===== config.mk =====
export PLATFORM = sky130hd
export DESIGN_NAME = sf_camera_mem_writer
export DESIGN_NICKNAME = d
export VERILOG_FILES = /design/src/rtl/sf_camera_mem_writer.sv
export SDC_FILE = /design/constraint.sdc
export NUM_CORES = 1
export LEC_CHECK = 0
export ABC_AREA = 1
export BUFFER_PORTS_ARGS = -buffer_cell sky130_fd_sc_hd__buf_4
export CORE_ASPECT_RATIO = 1.75
export CORE_MARGIN = 1
export CORE_UTILIZATION = 52
export CTS_BUF_LIST = sky130_fd_sc_hd__clkbuf_4 sky130_fd_sc_hd__clkbuf_8
export CTS_CLUSTER_SIZE = 25
export DETAILED_ROUTE_END_ITERATION = 6
export PLACE_DENSITY = 0.8
export SYNTH_ARGS = -nofsm -noshare
export SYNTH_HDL_FRONTEND = slang
export SYNTH_SLANG_ARGS = --single-unit

===== constraint.sdc =====
create_clock -name clk -period 6.3 [get_ports clk]
set_clock_uncertainty 0.15 [all_clocks]
set_input_delay 1.26 -clock clk [delete_from_list [all_inputs] [get_ports clk]]
set_output_delay 1.26 -clock clk [all_outputs]
set_load 0.005 [all_outputs]

===== src/rtl/sf_camera_mem_writer.sv =====
// Camera FIFO to memory writer: drains ping-pong FIFO blocks into linear single-beat memory writes.
// Optional feature macro: SF_CAMERA_MEM_WRITER_BYTE_SWAP_EN (byte-reverse each dword before writing).
module sf_camera_mem_writer #(
  parameter logic [31:0] ADDR_INC = 32'd4
) (
  input  logic        clk,
  input  logic        rst,
  input  logic        i_enable,
  input  logic [31:0] i_base_addr,
  input  logic [23:0] i_frame_dwords,
  output logic        o_busy,
  output logic        o_frame_done,
  output logic [23:0] o_dword_count,
  input  logic        i_rfifo_ready,
  output logic        o_rfifo_activate,
  output logic        o_rfifo_strobe,
  input  logic [31:0] i_rfifo_data,
  input  logic [23:0] i_rfifo_size,
  output logic        o_mem_we,
  output logic [31:0] o_mem_addr,
  output logic [31:0] o_mem_data,
  input  logic        i_mem_ack
);

  typedef enum logic [2:0] {
    ST_IDLE     = 3'd0,
    ST_ACTIVATE = 3'd1,
    ST_FETCH    = 3'd2,
    ST_WRITE    = 3'd3,
    ST_ACK_WAIT = 3'd4,
    ST_RELEASE  = 3'd5,
    ST_DONE     = 3'd6
  } state_t;

`ifdef SF_CAMERA_MEM_WRITER_BYTE_SWAP_EN
  // First captured pixel byte ends up in the MSB.
  function automatic logic [31:0] swap_bytes(input logic [31:0] d);
    return {d[7:0], d[15:8], d[23:16], d[31:24]};
  endfunction
`endif

  state_t      state_r, state_s;
  logic [31:0] addr_r, addr_fsm_s, addr_s;
  logic [23:0] block_size_r, block_size_s;
  logic [23:0] block_cnt_r, block_cnt_s;
  logic [23:0] dword_fsm_s, dword_s;
  logic        frame_end_r, frame_end_s;
  logic        enable_d_r;
  logic        enable_rise_s;
  logic        block_last_s;
  logic        frame_hit_s;
  logic [31:0] wr_data_s;
  logic        busy_s;
  logic        frame_done_s;
  logic        activate_s;
  logic        strobe_s;
  logic        mem_we_s;
  logic [31:0] mem_addr_s;
  logic [31:0] mem_data_s;

`ifdef SF_CAMERA_MEM_WRITER_BYTE_SWAP_EN
  assign wr_data_s = swap_bytes(i_rfifo_data);
`else
  assign wr_data_s = i_rfifo_data;
`endif

  assign enable_rise_s = i_enable & ~enable_d_r;
  assign block_last_s  = (block_cnt_r + 24'd1) == block_size_r;
  assign frame_hit_s   = (i_frame_dwords != 24'd0) && ((o_dword_count + 24'd1) == i_frame_dwords);

  // An enable rising edge restarts the frame, overriding FSM address/count updates.
  assign addr_s  = enable_rise_s ? i_base_addr : addr_fsm_s;
  assign dword_s = enable_rise_s ? 24'd0 : dword_fsm_s;
  assign busy_s  = (state_s != ST_IDLE);

  // Next-state and registered-output computation.
  always_comb begin
    state_s      = state_r;
    addr_fsm_s   = addr_r;
    block_size_s = block_size_r;
    block_cnt_s  = block_cnt_r;
    dword_fsm_s  = o_dword_count;
    frame_end_s  = frame_end_r;
    frame_done_s = 1'b0;
    activate_s   = o_rfifo_activate;
    strobe_s     = 1'b0;
    mem_we_s     = o_mem_we;
    mem_addr_s   = o_mem_addr;
    mem_data_s   = o_mem_data;
    case (state_r)
      ST_IDLE: begin
        if (i_enable && i_rfifo_ready) begin
          state_s = ST_ACTIVATE;
        end else begin
          state_s = ST_IDLE;
        end
      end
      ST_ACTIVATE: begin
        activate_s   = 1'b1;
        block_size_s = i_rfifo_size;
        block_cnt_s  = 24'd0;
        frame_end_s  = 1'b0;
        if (i_rfifo_size == 24'd0) begin
          state_s = ST_RELEASE;
        end else begin
          state_s = ST_FETCH;
        end
      end
      ST_FETCH: begin
        state_s = ST_WRITE;
      end
      ST_WRITE: begin
        mem_we_s   = 1'b1;
        mem_addr_s = addr_r;
        mem_data_s = wr_data_s;
        state_s    = ST_ACK_WAIT;
      end
      ST_ACK_WAIT: begin
        if (i_mem_ack) begin
          mem_we_s    = 1'b0;
          strobe_s    = 1'b1;
          addr_fsm_s  = addr_r + ADDR_INC;
          block_cnt_s = block_cnt_r + 24'd1;
          dword_fsm_s = o_dword_count + 24'd1;
          frame_end_s = frame_hit_s;
          if (block_last_s || frame_hit_s || !i_enable) begin
            state_s = ST_RELEASE;
          end else begin
            state_s = ST_FETCH;
          end
        end else begin
          state_s = ST_ACK_WAIT;
        end
      end
      ST_RELEASE: begin
        activate_s = 1'b0;
        if (frame_end_r) begin
          state_s = ST_DONE;
        end else begin
          state_s = ST_IDLE;
        end
      end
      ST_DONE: begin
        frame_done_s = 1'b1;
        dword_fsm_s  = 24'd0;
        addr_fsm_s   = i_base_addr;
        state_s      = ST_IDLE;
      end
      default: begin
        state_s    = ST_IDLE;
        activate_s = 1'b0;
        mem_we_s   = 1'b0;
      end
    endcase
  end

  // State, datapath and output registers.
  always_ff @(posedge clk or posedge rst) begin
    if (rst) begin
      state_r          <= ST_IDLE;
      addr_r           <= 32'd0;
      block_size_r     <= 24'd0;
      block_cnt_r      <= 24'd0;
      frame_end_r      <= 1'b0;
      enable_d_r       <= 1'b0;
      o_busy           <= 1'b0;
      o_frame_done     <= 1'b0;
      o_dword_count    <= 24'd0;
      o_rfifo_activate <= 1'b0;
      o_rfifo_strobe   <= 1'b0;
      o_mem_we         <= 1'b0;
      o_mem_addr       <= 32'd0;
      o_mem_data       <= 32'd0;
    end else begin
      state_r          <= state_s;
      addr_r           <= addr_s;
      block_size_r     <= block_size_s;
      block_cnt_r      <= block_cnt_s;
      frame_end_r      <= frame_end_s;
      enable_d_r       <= i_enable;
      o_busy           <= busy_s;
      o_frame_done     <= frame_done_s;
      o_dword_count    <= dword_s;
      o_rfifo_activate <= activate_s;
      o_rfifo_strobe   <= strobe_s;
      o_mem_we         <= mem_we_s;
      o_mem_addr       <= mem_addr_s;
      o_mem_data       <= mem_data_s;
    end
  end

endmodule

### After elaboration in Yosys (flattened, before gate mapping)

Index checks and enable logic that the tools add are counted.

* bits in registers: 178
* bits of input ports: 117
* output and inout port bits: 93

* add/subtract/negate cells: 3
* equal/unequal tests: 10
* multiplexer cells: 22
* bitwise gates (word level): 3
* reduce and logical (&&, ||, !) cells: 16

Operators with widths (number)
* case mux 24 bit (2 select lines): 2
* 2-to-1 mux 24 bit: 3
* 2-to-1 mux 32 bit: 2
* case mux 32 bit (2 select lines): 1
* adder 24 x 1 -> 24 bit (second input constant): 2
* == test 24 bit: 2
* adder 32 x 3 -> 32 bit (second input constant): 1
* zero test 24 bit: 1
* nonzero test 24 bit: 1
* case mux 3 bit (6 select lines): 1
* 2-to-1 mux 3 bit: 4
* OR reduction 5 bit: 2
* == test 3 bit (second input constant): 3
* == test 3 x 2 -> 1 bit (second input constant): 2
* 2-to-1 mux 1 bit: 6
* AND reduction 2 bit: 3
* nonzero test 3 bit: 2
* case mux 1 bit (2 select lines): 2
* == test 3 x 1 -> 1 bit (second input constant): 1
* zero test 3 bit: 1
* inequality test 3 bit (second input constant): 1
* case mux 1 bit (3 select lines): 1
* logical AND 1 bit: 2
* logical OR 1 bit: 2
* 5 further kinds: 6

### Longest topological paths before layout

Gate-level depths: netlist of the first run.

* depth after elaboration: 9
* mapped depth: 19
* gate-level depth less buffers: 19

### Worst setup path before layout of the first run

No wires, ideal clock.

* kind: input port to flip-flop
* from: in i_enable
* to: reg addr_r[7]
* setup time: 0.118 ns
* arrival time: 2.385 ns
* path slack: 3.647 ns
* cell stages on the path: 9
* path buffers: 1
* cell sequence: inv_1 nor2_1 o21ai_0 nand2_1 clkbuf_1 o21ai_0 nor2_1 a21oi_1 inv_1

* longest elaborated chain between the ends: 3
* elaborated cells on any way between the ends: 5

RTL lines
* from (decl): RTL line 8 `input logic i_enable,`
* AND 1 bit *: RTL line 67 `assign enable_rise_s = i_enable & ~enable_d_r;`
* inequality test 3 bit (no line) / nonzero test 3 bit (equally long branches)
* AND reduction 2 bit (no line)
* to (signal assigned): RTL line 176 `addr_r <= addr_s;`
* to (decl): RTL line 43 `logic [31:0] addr_r, addr_fsm_s, addr_s;`

Mark *: on every way between the ends. The rest lies on a longest branch, timed or not.
A chain may end at the register's enable or synchronous reset.

### Final worst setup path of the first run

* from: in i_enable
* to: reg addr_r[24]

Same word-level chain as after synthesis.

==> results of run 1 <==
cell usage after synthesis, drive strengths merged:
master,instances
a21oi,26
a221oi,1
a22o,1
a22oi,1
a31oi,4
a32o,1
and2,4
buf,3
clkbuf,35
clkinv,1
dfrtp,178
ha,3
inv,165
nand2,480
nand3,120
nand3b,9
nand4,21
nor2,112
nor3,15
nor4,13
nor4b,1
o211ai,7
o21ai,114
o221ai,2
o22ai,35
o31ai,2
or2,4
xnor2,2
xnor3,5
xor2,13
flip-flops by register name (all words and copies together) (netlist names):
register	cells
addr_r	32
o_mem_addr	32
o_mem_data	32
block_cnt_r	24
block_size_r	24
o_dword_count	24
state_r	3
enable_d_r	1
frame_end_r	1
o_busy	1
o_frame_done	1
o_mem_we	1
o_rfifo_activate	1
o_rfifo_strobe	1
layer usage:
layer	vias to the layer above	share of wire	track usage
met1	4637	0.38	0.331
met2	345	0.51	0.510
met3	87	0.060	0.0630
met5	-	0	0
met4	0	0.051	0.165
li1	4858	-	-
layout make-up:
type	count	area, µm²	share of cell area
multi-input cells	996	4800	0.395
flip-flops and latches	178	4450	0.366
repair buffers	216	1620	0.133
inverters	166	628	0.0516
well taps	238	298	0.0245
clock buffers	21	277	0.0227
clock inverters	9	83.8	0.00689
report_power, final:
| group | switching (W) | internal [W] |
|---|---|---|
| sequential | 0.000276 | 0.00153 |
| clock | 0.000411 | 0.000337 |
| combinational | 0.000928 | 0.000668 |
| total | 0.00161 | 0.00253 |
cells by family (layout without fill, tap and decap cells):
| kind of cell | count (synthesis) | after routing | synth area share |
|---|---|---|---|
| flip-flops | 178 | 178 | 0.445 |
| AND/OR/NAND/NOR | 779 | 779 | 0.344 |
| XOR/XNOR | 20 | 20 | 0.0244 |
| buffers and inverters | 204 | 412 | 0.0768 |
| adder cells (fa/ha/maj) | 3 | 3 | 0.00375 |
| AO/OA/AOI/OAI | 194 | 194 | 0.106 |
per-stage QoR:
stage | setup WS (ns) | instance area [µm²] | instances
after floorplan | 0.0597 | 10000 | 1378
after global placement | 2.49 | 11800 | 1794
after detailed placement | 2.44 | 11800 | 1794
after CTS | 2.94 | 12200 | 1824
after global routing | 2.62 | 12200 | 1824
final | 2.87 | 12200 | 1824
worst max-delay path, stage by stage:
cell     delay (ns)
buf_4          0.14
inv_1          0.05
nor2_1         0.06
nor2_4         0.75
nand2_2        0.63
buf_4          0.45
o21ai_0        0.13
o22ai_1        0.12
final timing paths:
path                                            from                           end
setup reg to reg                state_r[2]$_DFF_PP0_    block_cnt_r[4]$_DFFE_PP0P_
min in group asynchronous                        rst  block_size_r[11]$_DFFE_PP0P_
hold reg to reg            o_mem_data[5]$_DFFE_PP0P_     o_mem_data[5]$_DFFE_PP0P_
max in group asynchronous                        rst     o_mem_addr[4]$_DFFE_PP0P_
hold / removal             o_mem_data[5]$_DFFE_PP0P_     o_mem_data[5]$_DFFE_PP0P_
setup / recovery                            i_enable        addr_r[24]$_DFFE_PP0P_
==> results.md, run 1 <==
* Status: complete, no violations
* DRT Pass-1 Iters at 6
* Peak Freq at 292 MHz
* Global route overflow at 0
* Power per cell area at 341 mW/mm²
* Global-route wire length before repair at between 40000 and 50000 µm
* Worst hold path depth at 2
* Initial Utilization at 0.534
* Pin count of the biggest net entering global routing at 108
* Clk_lat worst skew at 0.47 ns
* Yosys warns at 0
* Syn_nets at between 1k and 1.5k
* P_leak at approximately 6.1 nW
* Fraction of layout instances using a drive strength above 1 at 0.194
* Worst-margin pin slew at 0.971 ns
* R2r setup slk at 3.17 ns
* Area Overhead vs Synth at 21.5%
* Crit Path Class: in -> reg
* Max-slew violations at 0
* Most common cell after layout, fill and taps aside: nand2_1
* Residual DRC at 0
* VDD IR max at between 0.2 and 0.25 mV
* CORE AREA at 0.0187 mm²
* Routed vias/inst at between 5 and 6
* ANT nets after route at 0
* Starting DRT DRC Count at 494
* I/O pins at 210
* Register area share after synthesis at 0.445
* Setup violators final at 0
* Total power at 0.00415 W
* Crit Path Max Fanout at 45
* Relative slew slack at 0.353
* H-tree depth at 4
* Clock Pin Slew Worst Setup and Hold Paths at 0.08 ns
* Clk sinks at 178
* Initial antenna violation count at 0
* Synth cell types at 42
* Most frequent cells in the layout: nand2_1 (467), buf_4 (216), dfrtp_1 (178)
* Final Util at 0.649
* Cell count after synthesis at 1378
* FILL cells at about 1.7k
* Final hold slack at about 0.32 ns
* Die Ht at 186 µm
* Clock buffer depth at 2
* Post-CTS sizing at 0
* Post-Syn Area at 0.0100 mm²
* Root buf cell: clkbuf_8
* Hold_buf cts at 0
* Via Count at 9927
* Syn_area_per_cell at 7.27 µm²
* Diodes inserted at 0
* Die area at 0.0198 mm²
* Setup repair bufs after CTS at 0
* Final wirelength at around 28000 µm
* Max-cap violation count at 0
* RSZ-0062 raised after global routing: no
* Crit. End Element: register
* Row count at 66
* Top area cells in the synthesized netlist: dfrtp_1 (44%), nand2_1 (18%), inv_1 (5.8%), nand3_1 (5.7%), o21ai_0 (5.3%)
* WP data required at 6.49 ns
* Final HPWL DP at 21100 µm
* Final period util at 0.544
* Vias in the first global route at ~9.6k
* Die X at 107 µm
* Cts bufs inserted at 17
* Synth area leader: dfrtp_1
* Share of the synthesized area in the top cell type at 0.445
* Yosys reg bits at between 150 and 200
* CTS tree: done
* TNS Setup at 0 ns
* IO buf count at 209
* Worst r2r path cells at 7
* HP Class: reg -> reg
* Startpoint class of the critical path: input pin
* Critical Path AT at 3.62 ns
* Nets at 1695
* GP Congestion at 0.894
* Fin crit period at 3.43 ns
* Drt wl/cell at 15.2 µm
* GRT Util Overall at 0.294
* Hold Vio Cnt, Final at 0
(Power assumes the default switching activity.)
==> inputs of run 2 (changes only) <==
ABC_AREA = 0   (was 1)
CORE_UTILIZATION = 57   (was 52)
PLACE_DENSITY = 0.83   (was 0.8)
clock period = 3.3 ns   (was 6.3 ns; I/O delays follow)
==> results.md, run 2 <==
* Relative slew slack at 0.527 (+0.174)
* Yosys reg bits at 178 (unchanged)
* Clk sinks at 178 (unchanged)
* P_leak at 5.06 nW (-17%)
* Post-CTS sizing at 0 (unchanged)
* Post-synth top cells: dfrtp_1 (178), mux2_2 (90), o21ai_0 (80)
* Yosys warns at 0 (unchanged)
* Via Count at 8108 (-18%)
* Global-route wire length before repair at 39900 µm (-12%)
* Crit. End Element: register
* TNS Setup at 0 ns (unchanged)
* DRT Pass-1 Iters at 4 (-2)
* Placed cells at 1318 (-27%)
* Cts bufs inserted at 17 (unchanged)
* I/O pins at 210 (unchanged)
* HP Class: in -> async
* CORE AREA at 0.0160 mm² (-14%)
* Max-cap violation count at 0 (unchanged)
* Top Registers: addr_r x32, o_mem_addr x32, o_mem_data x32
* Clock Pin Slew Worst Setup and Hold Paths at 0.10 ns (+0.02 ns)
* Max-slew violations at 0 (unchanged)
* IO buf count at 209 (unchanged)
* Slowest CP cell: or4_1
* Startpoint class of the critical path: register
* ANT nets after route at 0 (unchanged)
* Synth area leader: dfrtp_1
* Critical Path AT at 3.33 ns (-0.29 ns)
* Final wirelength at 25800 µm (-7.1%)
* Routed vias/inst at 6.01 (+10%)
* Final period util at 0.939
* FILL cells at 1193 (-29%)
* Synth cell types at 60 (+43%)
* Top_reg_cell synth: dfrtp_1
* Nets at 1268 (-25%)
* GRT Util Overall at 0.303 (+0.00990)
* Status: complete, no violations
* Crit path buffers/inverters at 0 (-3)
* Row count at 61 (-7.6%)
* Die X at 99.2 µm (-7.2%)
* Residual DRC at 0 (unchanged)
* Most common cell in the netlist: dfrtp_1
* CP cell instances: and4_4 > nand4_1 > nor3_1 > xnor2_1 > or4_1 > o41ai_2 > a21oi_1 > a311oi_2
* CTS tree: done
* Fraction of layout instances using a drive strength above 1 at 0.332 (+0.139)
* Die area at 0.0171 mm² (-14%)
* Peak Freq at 323 MHz
* Most frequent cells in the layout: buf_4 (244), dfrtp_1 (176), mux2_2 (90)
* Hold_buf cts at 0 (unchanged)
* Starting DRT DRC Count at 377 (-24%)
* Diodes inserted at 0 (unchanged)
* CP top delay family: simple AND/OR/NAND/NOR gates
* Syn_area_per_cell at 10.1 µm² (+38%)
* Syn_nets at 1057 (-29%)
* Area Overhead vs Synth at 24.6%
* Vias in the first global route at 8095 (-16%)
* Final HPWL DP at 19300 µm (-8.2%)
* Worst path max stage delay at 0.52 ns (-0.23 ns)
* Setup violators final at 0 (unchanged)
* GP Congestion at 0.988 (+10%)
* Register area share after synthesis at 0.473 (+0.0281)
* Worst-margin pin slew at 0.710 ns (-0.261 ns)
* RSZ-0062 raised after global routing: no
* Cell count after synthesis at 937 (-32%)
* Initial Utilization at 0.588 (+0.0535)
* Top area cells in the synthesized netlist: dfrtp_1 (47%), mux2_2 (11%), xnor2_1 (5.4%), xor2_1 (4.8%), o21ai_0 (4.3%)
* Global route overflow at 0 (unchanged)
* Die Ht at 172 µm (-7.3%)
* Asr flop ratio synth at 1.00 (unchanged)
* Hold Vio Cnt, Final at 0 (unchanged)
* Fin crit period at 3.10 ns
* Power per cell area at 673 mW/mm² (+97%)
* Setup repair bufs after CTS at 0 (unchanged)
* Initial antenna violation count at 0 (unchanged)
* Crit Path Class: reg -> reg
* Pin count of the biggest net entering global routing at 105 (-2.8%)
* Clock buffer depth at 2 (unchanged)
* Post-Syn Area at 0.00942 mm² (-5.9%)
* Most common cell after layout, fill and taps aside: buf_4
* Fin cells at 1350 (-26%)
* Crit Path Max Fanout at 9 (-80%)
* Number of synthesized flops with an enable pin at 0 (unchanged)
* Drt wl/cell at 19.1 µm (+25%)
* Share of the synthesized area in the top cell type at 0.473 (+0.0281)
* H-tree depth at 4 (unchanged)
* Root buf cell: clkbuf_8
* VDD IR max at 0.537 mV (+130%)
* WP data required at 3.53 ns (-2.96 ns)
* Clk_lat worst skew at 0.47 ns (about the same)
## run 2: per-layer routing
layer,track usage,part of all wire,up-vias
met2,0.559,0.54,265
met5,0,0,-
li1,-,-,3790
met4,0.176,0.050,0
met3,0.0667,0.051,82
met1,0.315,0.36,3971
## run 2: area by class of cell
type | count | area (µm²) | share of cell area
Clock buffer | 19 | 262 | 0.0223
Clock inverter | 13 | 121 | 0.0103
Inverter | 12 | 48.8 | 0.00416
Multi-Input combinational cell | 692 | 4720 | 0.402
Sequential cell | 178 | 4460 | 0.380
Tap cell | 189 | 236 | 0.0201
Timing Repair Buffer | 247 | 1890 | 0.161
## run 2: cell families after synthesis
family / Yosys count / synth area share
AO/OA/AOI/OAI: 162 / 0.105
XOR/XNOR: 111 / 0.105
adder cells (fa/ha/maj): 3 / 0.00399
buffers and inverters: 67 / 0.0287
flip-flops: 178 / 0.473
multiplexers: 91 / 0.109
AND/OR/NAND/NOR: 325 / 0.176
## run 2: stage by stage
step                hold WS, ns  total power (W)  setup slack, ns  cell area [µm²]   util
finish                    0.192          0.00790            0.201            11700  0.732
global route              0.189          0.00833           0.0396            11700  0.732
detailed placement        0.343          0.00645            0.120            11300  0.707
global placement          0.337          0.00634            0.224            11300  0.707
CTS                       0.177          0.00790            0.103            11700  0.731
floorplan                 0.320          0.00508            0.135             9420      -
## run 2: worst min-delay path, cell delays in order
cell and delay, ns:
buf_4 0.12, clkinvlp_4 0.10, buf_12 0.35
## run 2: worst paths after layout
check,end,slack (ns),cells past startpoint,start
worst min register to register,block_cnt_r[23]$_DFFE_PP0P_,0.36,1,block_cnt_r[23]$_DFFE_PP0P_
worst max register to register,state_r[2]$_DFF_PP0_,0.20,8,block_cnt_r[4]$_DFFE_PP0P_
worst max-delay path,state_r[2]$_DFF_PP0_,0.20,8,block_cnt_r[4]$_DFFE_PP0P_
max in group asynchronous,o_dword_count[0]$_DFFE_PP0P_,2.29,3,rst
worst min-delay path,o_mem_data[31]$_DFFE_PP0P_,0.19,3,rst
min in group clk,enable_d_r$_DFF_PP0_,0.22,1,i_enable
## run 2: report_power, final
group / total, W / switching (W) / internal [W]
logic: 0.00291 / 0.00127 / 0.00164
registers: 0.00354 / 0.000610 / 0.00293
clock network: 0.00145 / 0.000860 / 0.000590
total: 0.00790 / 0.00275 / 0.00515
==> inputs of run 3 (changes only) <==
BUFFER_PORTS_ARGS = unset   (was -buffer_cell sky130_fd_sc_hd__buf_4)
CORE_UTILIZATION = 60   (was 57)
DONT_BUFFER_PORTS = 1   (was unset)
PLACE_DENSITY = 0.76   (was 0.83)
TNS_END_PERCENT = 50   (was unset)
==> results.md, run 3 (synthesis gave the netlist of run 2 again) <==
* Status: complete, no violations
* Die X at 96.7 µm (-2.5%)
* FILL cells at 1259 (+5.5%)
* Vias in the first global route at 7530 (-7.0%)
* Final HPWL DP at 17400 µm (-10%)
* Final period util at 0.944 (+0.00463)
* Crit Path Max Fanout at 6 (-3)
* Clk_lat worst skew at 0.45 ns (-0.02 ns)
* Peak Freq at 321 MHz (-0.49%)
* VDD IR max at 0.410 mV (-24%)
* Post-Place Cell Area at 0.00980 mm² (-13%)
* Fin crit period at 3.11 ns (+0.0153 ns)
* Clock Pin Slew Worst Setup and Hold Paths at 0.10 ns (about the same)
* CORE AREA at 0.0154 mm² (-4.0%)
* Pin count of the biggest net entering global routing at 107 (+1.9%)
* Die Ht at 168 µm (-2.5%)
* Row count at 60 (-1.6%)
* Area Overhead vs Synth at 8.50%
* Area of the multi-input gates at 0.00471 mm² (-0.32%)
* Drt wl/cell at 20.3 µm (+6.3%)
* Critical Path AT at 3.32 ns (about the same)
* Total power at 0.00717 W (-9.2%)
* Root buf cell: clkbuf_8
* CP startpoint: block_cnt_r[1]$_DFFE_PP0P_
* I/O pins at 210 (unchanged)
* Global route overflow at 0 (unchanged)
* Max-cap violation count at 0 (unchanged)
* Startpoint class of the critical path: register
* Power per cell area at 702 mW/mm² (+4.3%)
* P_leak at 4.09 nW (-19%)
* Final hold slack at 0.0912 ns (-0.101 ns)
* Residual DRC at 0 (unchanged)
* Top Registers: addr_r x32, o_mem_addr x32, o_mem_data x32
* Slowest CP cell: or4b_1
* Relative slew slack at 0.615 (+0.0881)
* Hold Vio Cnt, Final at 0 (unchanged)
* CTS tree: done
* Worst-margin pin slew at 0.574 ns (-0.137 ns)
* Max-slew violations at 0 (unchanged)
* Worst path max stage delay at 0.51 ns (about the same)
* Final wirelength at 23300 µm (-9.7%)
* Crit. End Element: register
* CP cell instances: ha_2 > and3_1 > nand2_4 > or4b_1 > a32o_1 > or4_1 > o41ai_2 > a21oi_1 > a311oi_2
* Storage cell area at 0.00445 mm² (about the same)
* H-tree depth at 4 (unchanged)
* Setup repair bufs after CTS at 0 (unchanged)
* R2r setup slk at 0.19 ns (-0.02 ns)
* Clock buffer depth at 2 (unchanged)
* HP Class: in -> reg
* TNS Setup at 0 ns (unchanged)
* Crit Path Class: reg -> reg
* Worst reg2reg path endpoint: state_r[2]$_DFF_PP0_
* Most frequent cells in the layout: dfrtp_1 (178), mux2_2 (90), o21ai_0 (80)
* Cts bufs inserted at 17 (unchanged)
* Most common cell after layout, fill and taps aside: dfrtp_1
* Crit path buffers/inverters at 0 (unchanged)
* RSZ-0062 raised after global routing: no
* CP top delay family: simple AND/OR/NAND/NOR gates
* Worst r2r path cells at 9 (+1)
* Clk sinks at 178 (unchanged)
* Stages on the worst setup path at 9 (+1)
* Worst R2R Start: block_cnt_r[1]$_DFFE_PP0P_
* Hold Startpoint: i_enable
* Nets at 1068 (-16%)
* IO buf count at 0 (-100%)
* Die area at 0.0162 mm² (-4.9%)
* Initial Utilization at 0.612 (+0.0244)
* Initial antenna violation count at 0 (unchanged)
* Via Count at 7350 (-9.3%)
* Starting DRT DRC Count at 336 (-11%)
* Routed vias/inst at 6.41 (+6.7%)
* Setup violators final at 0 (unchanged)
* WP data required at 3.50 ns (-0.03 ns)
* Fraction of layout instances using a drive strength above 1 at 0.189 (-0.143)
* ANT nets after route at 0 (unchanged)
* Diodes inserted at 0 (unchanged)
* Design area at 0.0102 mm² (-13%)
* Final Util at 0.664 (-0.0683)
* CP endpoint: state_r[2]$_DFF_PP0_
* Global-route wire length before repair at 37400 µm (-6.4%)
* GRT Util Overall at 0.292 (-0.0115)
* GP Congestion at 0.942 (-4.7%)
* DRT Pass-1 Iters at 6 (+2)
[run 3: changes by cell type in the layout (fill, tap and decap cells not counted), sizes merged]
cell and delta:
buf -201, clkbuf -2, clkinv +2, clkinvlp -2, inv +2, dlygate4sd3 +1
[run 3: final cells by class]
class	count	area share
multi-input combinational	692	0.460
sequential	178	0.436
timing repair buffer	47	0.0372
clock buffer	17	0.0229
tap	186	0.0228
clock inverter	15	0.0160
inverter	12	0.00477
[run 3: timing repair]
item / CTS / global route
endpoints found under the setup margin: 0 / 1
hold buffers: 1 / 0
gates resized for setup: 0 / 2
hold endpoints to repair: 20 / 0
[run 3: metrics by stage]
step | instances | setup WS (ns)
global route | 1147 | 0.0533
detailed placement | 1114 | 0.185
CTS | 1147 | 0.145
floorplan | 937 | 0.135
global placement | 1114 | 0.246
finish | 1147 | 0.186
[run 3: worst min-delay path by stage]
stage | to | slack [ns] | cells past startpoint
6_report | enable_d_r$_DFF_PP0_ | 0.09 | 0
5_1_grt | enable_d_r$_DFF_PP0_ | 0.06 | 0
4_1_cts | enable_d_r$_DFF_PP0_ | 0.06 | 0
3_5_place_dp | block_cnt_r[23]$_DFFE_PP0P_ | 0.35 | 1
3_3_place_gp | o_mem_addr[0]$_DFFE_PP0P_ | 0.34 | 1
2_1_floorplan | block_cnt_r[23]$_DFFE_PP0P_ | 0.32 | 1
[run 3: where the power goes]
group	leakage (nW)	switching [W]	total, W	internal [W]
clock network	0.201	0.000911	0.00149	0.000576
logic	1.65	0.000967	0.00205	0.00108
registers	2.24	0.000714	0.00364	0.00293
[run 3: worst reg2reg max path, cell delays in order (launching register included)]
cell	delay [ns]
dfrtp_1	0.37
ha_2	0.24
and3_1	0.25
nand2_4	0.09
or4b_1	0.51
a32o_1	0.29
or4_1	0.42
o41ai_2	0.33
a21oi_1	0.13
a311oi_2	0.27
[run 3: layer usage]
layer / global-route usage / share of wire / vias to the layer above
met5: 0 / 0 / -
met4: 0.195 / 0.060 / 0
met3: 0.0672 / 0.057 / 80
met2: 0.508 / 0.53 / 256
met1: 0.313 / 0.35 / 3637
li1: - / - / 3377
